$ cat config.mk
export PLATFORM = sky130hd
export DESIGN_NAME = mem_bus_arbiter
export DESIGN_NICKNAME = d
export VERILOG_FILES = /design/src/rtl/mem_bus_arbiter.sv
export SDC_FILE = /design/constraint.sdc
export NUM_CORES = 1
export LEC_CHECK = 0
export ABC_AREA = 0
export CAP_MARGIN = 20
export CORE_UTILIZATION = 25
export CTS_BUF_LIST = sky130_fd_sc_hd__clkbuf_8
export DETAILED_ROUTE_END_ITERATION = 16
export PLACE_DENSITY = 0.55
export SYNTH_ARGS = -nofsm -noshare
export SYNTH_HDL_FRONTEND = slang
export SYNTH_SLANG_ARGS = --single-unit
$ cat constraint.sdc
create_clock -name clk -period 2 [get_ports clk]
set_input_delay 0.2 -clock clk [delete_from_list [all_inputs] [get_ports clk]]
set_output_delay 0.2 -clock clk [all_outputs]
set_load 0.005 [all_outputs]
$ cat src/rtl/mem_bus_arbiter.sv
// mem_bus_arbiter: round-robin arbiter sharing one mem_bus between two requesters.
// All outputs are registered; the next value of every register is formed in one comb process.
module mem_bus_arbiter #(
    parameter int ADDR_W = 18
) (
    input  logic              clk,
    input  logic              rst_n,
    input  logic              p0_req,
    input  logic              p0_is_write,
    input  logic [2:0]        p0_num_bytes,
    input  logic [ADDR_W-1:0] p0_addr,
    input  logic [31:0]       p0_wdata,
    output logic              p0_done,
    output logic [31:0]       p0_rdata,
    input  logic              p1_req,
    input  logic              p1_is_write,
    input  logic [2:0]        p1_num_bytes,
    input  logic [ADDR_W-1:0] p1_addr,
    input  logic [31:0]       p1_wdata,
    output logic              p1_done,
    output logic [31:0]       p1_rdata,
    output logic              m_start,
    output logic              m_is_write,
    output logic [2:0]        m_num_bytes,
    output logic [ADDR_W-1:0] m_addr,
    output logic [31:0]       m_wdata,
    input  logic              m_done,
    input  logic [31:0]       m_rdata,
    output logic              owner,
    output logic              busy
);
    typedef enum logic [2:0] {IDLE, ISSUE, WAIT, DONE, RELEASE} state_t;
    state_t state, state_n;
    logic              m_start_n, m_is_write_n, p0_done_n, p1_done_n, owner_n;
    logic [2:0]        m_num_bytes_n, win_bytes;
    logic [ADDR_W-1:0] m_addr_n;
    logic [31:0]       m_wdata_n, p0_rdata_n, p1_rdata_n;
    logic              win, win_legal;
    // On a tie the port that was not served last wins.
    assign win       = (p0_req && p1_req) ? ~owner : p1_req;
    assign win_bytes = win ? p1_num_bytes : p0_num_bytes;
    assign win_legal = win_bytes == 3'd1 || win_bytes == 3'd2 || win_bytes == 3'd4;
    always_comb begin
        state_n       = state;
        m_start_n     = m_start;
        m_is_write_n  = m_is_write;
        m_num_bytes_n = m_num_bytes;
        m_addr_n      = m_addr;
        m_wdata_n     = m_wdata;
        p0_rdata_n    = p0_rdata;
        p1_rdata_n    = p1_rdata;
        owner_n       = owner;
        p0_done_n     = 1'b0;
        p1_done_n     = 1'b0;
        case (state)
            IDLE: if (p0_req || p1_req) begin
                owner_n       = win;
                m_is_write_n  = win ? p1_is_write : p0_is_write;
                m_num_bytes_n = win_bytes;
                m_addr_n      = win ? p1_addr : p0_addr;
                m_wdata_n     = win ? p1_wdata : p0_wdata;
                state_n       = win_legal ? ISSUE : DONE;
                p0_done_n     = !win_legal && !win;
                p1_done_n     = !win_legal && win;
                p0_rdata_n    = (!win_legal && !win) ? 32'd0 : p0_rdata;
                p1_rdata_n    = (!win_legal && win) ? 32'd0 : p1_rdata;
            end
            ISSUE: begin
                m_start_n = 1'b1;
                state_n   = WAIT;
            end
            WAIT: if (m_done) begin
                m_start_n  = 1'b0;
                p0_done_n  = !owner;
                p1_done_n  = owner;
                p0_rdata_n = owner ? p0_rdata : m_rdata;
                p1_rdata_n = owner ? m_rdata : p1_rdata;
                state_n    = DONE;
            end
            DONE:    state_n = RELEASE;
            RELEASE: state_n = m_done ? RELEASE : IDLE;
            default: state_n = IDLE;
        endcase
    end
    always_ff @(posedge clk) begin
        if (!rst_n) begin
            state       <= IDLE;
            m_start     <= 1'b0;
            m_is_write  <= 1'b0;
            m_num_bytes <= 3'd0;
            m_addr      <= '0;
            m_wdata     <= 32'd0;
            p0_done     <= 1'b0;
            p1_done     <= 1'b0;
            p0_rdata    <= 32'd0;
            p1_rdata    <= 32'd0;
            owner       <= 1'b1;
            busy        <= 1'b0;
        end else begin
            state       <= state_n;
            m_start     <= m_start_n;
            m_is_write  <= m_is_write_n;
            m_num_bytes <= m_num_bytes_n;
            m_addr      <= m_addr_n;
            m_wdata     <= m_wdata_n;
            p0_done     <= p0_done_n;
            p1_done     <= p1_done_n;
            p0_rdata    <= p0_rdata_n;
            p1_rdata    <= p1_rdata_n;
            owner       <= owner_n;
            busy        <= state_n != IDLE;
        end
    end
endmodule

# --- Yosys cells after proc, flatten, opt, wreduce, memory -nomap -nowiden ---
# Index checks and enable logic that the tools add are counted.
totals:
  register_bits: 126
  latchBits: 0
  mem_bits_rw: 0
  rom_bits: 0
  wordCells: 71
  memories: 0
op_classes:
  add_sub_neg: 0
  n_mul: 0
  div: 0
  magnitude_cmp: 0
  eq_ne: 13
  n_shift: 0
  n_mux: 28
  n_bitwise: 1
  reduce_logical: 17
ops:
  columns: ["op", "count"]
  rows:
  - ["32-bit 2-to-1 mux", 9]
  - ["32-bit one-hot mux with 2 select lines", 2]
  - ["18-bit 2-to-1 mux", 1]
  - ["3-bit one-hot mux with 5 select lines", 1]
  - ["3-bit 2-to-1 mux", 4]
  - ["2-bit != test, second input constant", 6]
  - ["5-bit AND reduction", 2]
  - ["3-bit by 2-bit == test with 1-bit output, second input constant", 3]
  - ["1-bit 2-to-1 mux", 7]
  - ["3-bit by 1-bit == test with 1-bit output, second input constant", 2]
  - ["3-bit == test, second input constant", 2]
  - ["1-bit one-hot mux with 2 select lines", 3]
  - ["2-bit AND reduction", 2]
  - ["2-bit nonzero test", 2]
  - ["1-bit logical AND", 3]
  - ["1-bit zero test", 3]
  - ["3-bit zero test", 1]
  - ["1-bit logical OR", 3]
  - ["3-bit nonzero test", 1]
  - ["2-bit 2-to-1 mux", 1]
  - ["1-bit NOT", 1]

# --- Depth between registers and ports, before layout ---
depth:
  depth_word: 11
  depth_mapped: 7

# --- Least setup slack after synthesis ---
# No wires, ideal clock.
synth_path:
  kind: "register to register"
  start: "reg state[1]"
  end: "reg p0_rdata[0]"
  setup_time_ps: 72
  arrival_ps: 1449
  setup_slack_ps: 480
  path_stages_with_launch: 7
  path_cell_list: "dfxtp_1 -> buf_2 -> nor2b_1 -> and4bb_1 -> a31oi_4 -> buf_6 -> mux2i_1"
synth_via:
  elab_chain_len: 3
  elab_cells_between_ends: 9
synth_rtl:
  columns: ["item", "line", "source"]
  rows:
  - ["start: declaration", "33", "state_t state, state_n;"]
  - ["start signal: assignment", "100", "state <= state_n;"]
  - ["3-bit by 2-bit == test with 1-bit output / 3-bit zero test (equally long branches)", "55", "case (state)"]
  - ["2-bit != test (no line) / 2-bit nonzero test (equally long branches)", null, null]
  - ["5-bit AND reduction (no line)", null, null]
  - ["end signal: assignment", "108", "p0_rdata <= p0_rdata_n;"]
  - ["end: declaration", "14", "output logic [31:0] p0_rdata,"]
# Parallel ways exist; a longest one is shown, timed or not.
# A chain may end at the register's enable or synchronous reset.

# --- Final worst setup path ---
layout_path:
  start: "reg state[2]"
  end: "reg m_wdata[10]"
layout_via:
  elab_chain_len: 2
layout_rtl:
  columns: ["item", "line", "source"]
  rows:
  - ["3-bit zero test", "55", null]
  - ["2-bit AND reduction (no line)", null, null]
  - ["end signal: assignment", "105", "m_wdata <= m_wdata_n;"]
  - ["end: declaration", "26", "output logic [31:0] m_wdata,"]
# Every way passes these cells.

==> run_results.csv <==
group,metric,value,unit
outcome,outcome,"finished clean",
floorplan,design.die.area,20840,µm²
drt,drc,0,
clock_tree,htreeDepth,4,
drt,wl,17180,µm
sta,finalHoldViolations,0,
global_routing,grt_first_pass_wirelength,26940,µm
layout,antenna_cells_inserted,0,
global_routing,antenna_found_initial,0,
worst_setup_path,crit_path_max_fanout,47,
clock_tree,cts-hold-fix-buffers,0,
synthesis,synth-seq-cells,126,
worst_setup_path,path_class,"reg -> reg",
worst_setup_path,kind_of_launch_point_of_the_worst_setup_path,"flip-flop",
synthesis,yosys.area.top_type_share,0.4979,
floorplan,fp.dieW,144.4,µm
drt,avgRoutedWirePerCell,15.12,µm
clock_tree,cts_inserted_buffers,17,
clock_tree,root_buf_cell,"sky130_fd_sc_hd__clkbuf_8",
floorplan,io-pin-count,268,
power_and_ir_drop,max-vdd-ir-drop,0.4778,mV
worst_setup_path,crit_required,2330,ps
synthesis,mappedNetlistArea,5066,µm²
sta,finalWorstPathRequiredPeriod,1738,ps
drt,highest-signal-layer,"met4",
sta,max_slew_violations,0,
drt,detailedRoute.firstPassIterationCount,4,
floorplan,die_h,144.4,µm
sta,fmaxAchievable,575.4,MHz
global_routing,largest_net_degree_at_the_start_of_global_routing,55,
power_and_ir_drop,power-per-cell-area,876.4,nW/µm²
clock_tree,post_cts_buffers,0,
synthesis,post_synth.cell_area_avg,8.388,µm²
drt,dr.first_iter.drc_count,225,
synthesis,seq_area_frac_synth,0.4979,
clock_tree,tritoncts,"done",
synthesis,netlist.top_cell.by_area,"sky130_fd_sc_hd__dfxtp_1",
place,place.port_buffers,267,
sta,tightest_slew,604.5,ps
drt,wirelength_met1,7128,µm
layout,finish.cell_count_without_fillers,1136,
sta,timing.slew.headroom,0.5970,
worst_setup_path,cp_data_arrival_time,2070,ps
worst_setup_path,ff2ff_setup_slack,260,ps
layout,post_route_cells_drive_above_1_share,0.06889,
synthesis,yosys_warnings,0,
layout,finish.instance_area,8551,µm²
synthesis,synthDistinctLibCells,29,
global_routing,grt_total_usage,0.1688,
sta,worst_hold_slack,129.1,ps
place,gp_routability_congestion,0.7341,
drt,detail-route-antenna-nets,0,
flow_run,max_cap_viol_count,0,
clock_tree,numClockSinks,126,
drt,via_count,5088,
drt,route.met2.wl,8120,µm
clock_tree,insertion_delay,440,ps
worst_setup_path,r2r-end,"m_wdata[10]",
layout,syn_to_final_growth,68.78,%
synthesis,mapped_nets,749,
sta,finalCritPeriodShare,0.8689,
layout,layout_common_cells,"266 x sky130_fd_sc_hd__clkdlybuf4s50_1, 207 x sky130_fd_sc_hd__nand2_1, 126 x sky130_fd_sc_hd__dfxtp_1, 65 x sky130_fd_sc_hd__nor2_1, 54 x sky130_fd_sc_hd__a311oi_1",
synthesis,synth.area.top_cells,"sky130_fd_sc_hd__dfxtp_1 50%, sky130_fd_sc_hd__nand2_1 15%, sky130_fd_sc_hd__a311oi_1 9.3%",
worst_setup_path,timing.critical_path.to,"m_wdata[10]",
layout,commonest_non_fill_non_tap_cell_in_the_layout,"sky130_fd_sc_hd__clkdlybuf4s50_1",
sta,timing.final.setup_violations,0,
worst_setup_path,critPathLaunch,"state[2]",
clock_tree,clock_path_buffers,2,
sta,finClkSkew,16.22,ps
synthesis,synthesis.instances,604,
global_routing,grt.overflow.total,0,
clock_tree,clock_slew_at_reported_path_ffs,80,ps
sta,grt_setup_unrepaired,"false",
sta,totalNegativeSetupSlack,0,ps
place,place.detailed.hpwl,11950,µm
worst_setup_path,r2r-start,"state[2]",
clock_tree,cts.repair.resized,0,
floorplan,num_rows,51,
floorplan,start_util,0.2578,
place,placement_stage_cell_area,8083,µm²
synthesis,synth_async_sr_flop_share,0,
drt,wl_met3,1790,µm
place,cell_count_after_placement,1104,
layout,postLayoutCoreUtil,0.4351,
global_routing,via_count_of_the_first_global_routing_pass,5158,
worst_setup_path,worst_reg_to_reg_path_cell_count,6,
power_and_ir_drop,power.leakage,3.299,nW
layout,fin_nets,1003,
synthesis,synthFlopType,"sky130_fd_sc_hd__dfxtp_1",
worst_hold_path,hold_path.class,"in -> reg",
worst_setup_path,crit_path_capture_type,"flip-flop",
floorplan,design.core.area,19650,µm²
synthesis,count_of_flip_flops_with_a_built_in_enable_after_synthesis,0,
drt,drt-vias-per-instance,4.479,
critical path, cell delays in order (launching register included):
cell and delay (ps):
sky130_fd_sc_hd__dfxtp_1 380, sky130_fd_sc_hd__nor3_2 270, sky130_fd_sc_hd__nor2b_4 250, sky130_fd_sc_hd__buf_12 180
sky130_fd_sc_hd__buf_12 220, sky130_fd_sc_hd__nor2_1 60, sky130_fd_sc_hd__a311oi_1 240
report_power, final:
part           switching, mW  internal, mW
clock network           1.13          1.51
registers              0.148          2.77
logic                  0.858          1.08
how the worst min path moves through the flow:
stage / startpoint / end / slack, ps / cells past startpoint
floorplan: m_done / state[0] / 340 / 2
global placement: p0_rdata[17] / p0_rdata[17] / 440 / 2
detailed placement: p0_rdata[28] / p0_rdata[28] / 450 / 2
CTS: rst_n / owner / 100 / 2
global route: rst_n / owner / 120 / 2
finish: rst_n / owner / 130 / 2
registers in the layout, indices dropped and copies added (netlist names):
name and flops:
m_wdata 32, p0_rdata 32, p1_rdata 32, m_addr 18
m_num_bytes 3, state 3, busy 1, m_is_write 1
m_start 1, owner 1, p0_done 1, p1_done 1
metal layers:
layer	GRT usage	vias up
met5	0	-
met4	0.04820	0
met3	0.07185	8
met2	0.2890	203
met1	0.1898	2286
li1	-	2591
cell families (layout without fill, tap and decap cells):
family	count (synthesis)	in the layout	synth area share
multiplexers	32	32	0.06323
XOR/XNOR	2	2	0.003458
flip-flops	126	126	0.4979
buffers and inverters	56	323	0.05483
AO/OA/AOI/OAI	103	103	0.1608
AND/OR/NAND/NOR	285	285	0.2198
Yosys cell counts, drive strengths merged, types with 2 or more instances:
| library cell | count |
|---|---|
| a21oi | 8 |
| a311oi | 55 |
| and3 | 4 |
| buf | 29 |
| clkbuf | 23 |
| dfxtp | 126 |
| inv | 4 |
| mux2i | 32 |
| nand2 | 208 |
| nor2 | 65 |
| nor2b | 3 |
| o21ai | 2 |
| o22ai | 32 |
stage by stage:
| stage | worst slack, ps | total power [mW] |
|---|---|---|
| global placement | 0.7734 | 4.952 |
| detailed placement | -77.84 | 4.947 |
| finish | 262.1 | 7.494 |
| CTS | 237.3 | 7.629 |
| floorplan | 479.5 | 3.839 |
| global route | 60.79 | 7.927 |
cell type report:
| cell class | instances | area [µm²] |
|---|---|---|
| Clock buffer | 17 | 234.0 |
| Clock inverter | 15 | 234.0 |
| Fill cell | 2022 | 11100 |
| Inverter | 4 | 15.01 |
| Multi-Input combinational cell | 422 | 2283 |
| Sequential cell | 126 | 2522 |
| Tap cell | 265 | 331.6 |
| Timing Repair Buffer | 287 | 2930 |
No activity file was read; power rests on OpenSTA's default activity.
==> RTL edit, RTL diff (same flow settings) <==
`ADDR_W`: 18 -> 20.
--- a/src/rtl/mem_bus_arbiter.sv
+++ b/src/rtl/mem_bus_arbiter.sv
@@ -2,5 +2,5 @@
 // All outputs are registered; the next value of every register is formed in one comb process.
 module mem_bus_arbiter #(
-    parameter int ADDR_W = 18
+    parameter int ADDR_W = 20
 ) (
     input  logic              clk,
Ports: changed (resized m_addr, p0_addr and p1_addr); port bits go from 268 to 274. The function was not compared with the original's and may differ.
==> RTL edit against the original RTL <==
Area after synthesis up 5.9%; sequential cell count is 2 higher; final area is 3.8% higher; total power decreased by 1.3%; via count up 2.2%; synthesized cell count rose by 2.0%; first-iteration DRC count down 44%; routed wire length up 2.8%; setup slack worse by 0.026 ns; critical endpoint is now m_wdata[13].
==> RTL edit: results (changes against the original RTL) <==
drt initial violations: 127 (was 225)
synth top area cells: dfxtp_1 (48%), nand2_1 (15%), a311oi_1 (9.1%), o22ai_2 (7.0%), mux2i_1 (6.0%) (was dfxtp_1 (50%), nand2_1 (15%), a311oi_1 (9.3%), mux2i_1 (6.3%), nor2_1 (4.8%))
routed len/inst: 15.2 um (was 15.1 um)
Data arrival, critical path: 2.10 ns (was 2.07 ns)
syn nets: 765 (was 749)
initial antenna violation count: 0 (unchanged)
post-DP HPWL: 12,500 um (was 11,900 um)
first-pass GRT wire length: 27,300 um (was 26,900 um)
outcome: finished clean (unchanged)
synth unique cells: 32 (was 29)
worst-case vdd ir drop: 0.000399 V (was 0.000478 V)
CP max FO: 94 (was 47)
WL met3: 1810 um (was 1790 um)
sequential area share after synthesis: 0.478 (was 0.498)
met2 Resource Use GR: 0.249 (was 0.289)
LEAKAGE: 3.38 nW (was 3.30 nW)
reg2reg path depth: 5 (was 6)
worst reg2reg setup slack: 0.24 ns (was 0.26 ns)
n_diodes: 0 (unchanged)
nets@finish: 1,025 (was 1,003)
Ys Warns: 0 (unchanged)
Global Route met3 Usage: 0.0660 (was 0.0719)
hold slack final: 0.163 ns (was 0.129 ns)
Inst Count DP: 1,132 (was 1,104)
layout cells sized above 1: 0.105 (was 0.0689)
top_reg_cell synth: dfxtp_1 (unchanged)
FF-to-FF End: m_wdata[13] (was m_wdata[10])
# fillers: 2,141 (was 2,022)
Final GP Congestion: 0.760 (was 0.734)
clock skew: 0.00811 ns (was 0.0162 ns)
Worst Hold Depth: 3 (was 2)
postcts setup bufs: 0 (unchanged)
Metal-1 WL: 7660 um (was 7130 um)
Place WS: -0.112 ns (was -0.0778 ns)
Top Registers: m_wdata x32, p0_rdata x32, p1_rdata x32 (unchanged)
via count: 5,198 (was 5,088)
drt pass-1 iters: 6 (was 4)
Critical R2R Launch: state[2] (unchanged)
area post-placement: 0.00847 mm^2 (was 0.00808 mm^2)
met1 usage: 0.196 (was 0.190)
Synth top cells by count: nand2_1 (212), dfxtp_1 (128), nor2_1 (67), a311oi_1 (56), mux2i_1 (32) (was nand2_1 (208), dfxtp_1 (126), nor2_1 (65), a311oi_1 (54))
Total GRT Usage: 0.159 (was 0.169)
Hold EP: p0_rdata[14] (was owner)
post-CTS sizing: 0 (unchanged)
vias in the first global route: 5,045 (was 5,158)
IO Port Bufs: 273 (was 267)
asr flop ratio synth: 0 (unchanged)
Total Wirelength: 17,700 um (was 17,200 um)
met2 wire len: 7940 um (was 8120 um)
Rel. slew slack: 0.729 (was 0.597)
largest net degree at the start of global routing: 95 (was 55)
worst skew pair latency: 0.42 ns (was 0.44 ns)
H-tree lvl count: 4 (unchanged)
cells after synthesis: 616 (was 604)
[RTL edit: changes by cell type after synthesis, moves of 2 or more]
cell	delta
dfxtp_1	+2
buf_4	+4
a311oi_1	+2
nor2_1	+2
o22ai_1	-30
nand2_1	+4
o22ai_2	+30
buf_1	-2
[RTL edit: layout make-up]
| class | count | area, um^2 | area share |
|---|---|---|---|
| clock buffer | 18 | 248 | 0.0279 |
| clock inverter | 13 | 163 | 0.0183 |
| inverter | 4 | 15.0 | 0.00169 |
| multi-input combinational | 430 | 2510 | 0.283 |
| sequential | 128 | 2560 | 0.289 |
| tap | 275 | 344 | 0.0388 |
| timing repair buffer | 295 | 3030 | 0.341 |
[RTL edit: how the worst max path moves through the flow]
stage                          startpoint          end  slack [ns]  cells past startpoint
after floorplan                     owner  p1_rdata[0]        0.45                      5
after global placement    p0_num_bytes[2]  p1_rdata[6]        -0.1                      6
after detailed placement  p0_num_bytes[2]  p1_rdata[5]       -0.11                      6
after CTS                        state[2]  m_wdata[27]        0.23                      5
after global routing             state[2]  m_wdata[13]        0.06                      5
final                            state[2]  m_wdata[13]        0.24                      5
[RTL edit: cell families after synthesis]
group                     synth area share
and+or+nand+nor                      0.212
xor gates and xnor gates           0.00327
DFF                                  0.478
buffers and inverters               0.0572
muxes                               0.0597
AOI/OAI and AO/OA                    0.190
[RTL edit: where the power goes]
| part | internal, mW | total [mW] | switching, mW | leakage, nW |
|---|---|---|---|---|
| clock network | 1.26 | 2.37 | 1.10 | 0.201 |
| registers | 2.82 | 2.98 | 0.159 | 1.05 |
| logic | 1.13 | 2.05 | 0.915 | 2.13 |
[RTL edit: critical path, stage by stage (launching register included)]
cell and delay (ns):
dfxtp_1 0.39, nor3_2 0.26, nor2b_4 0.28, buf_12 0.34, nor2_1 0.08, a311oi_1 0.25
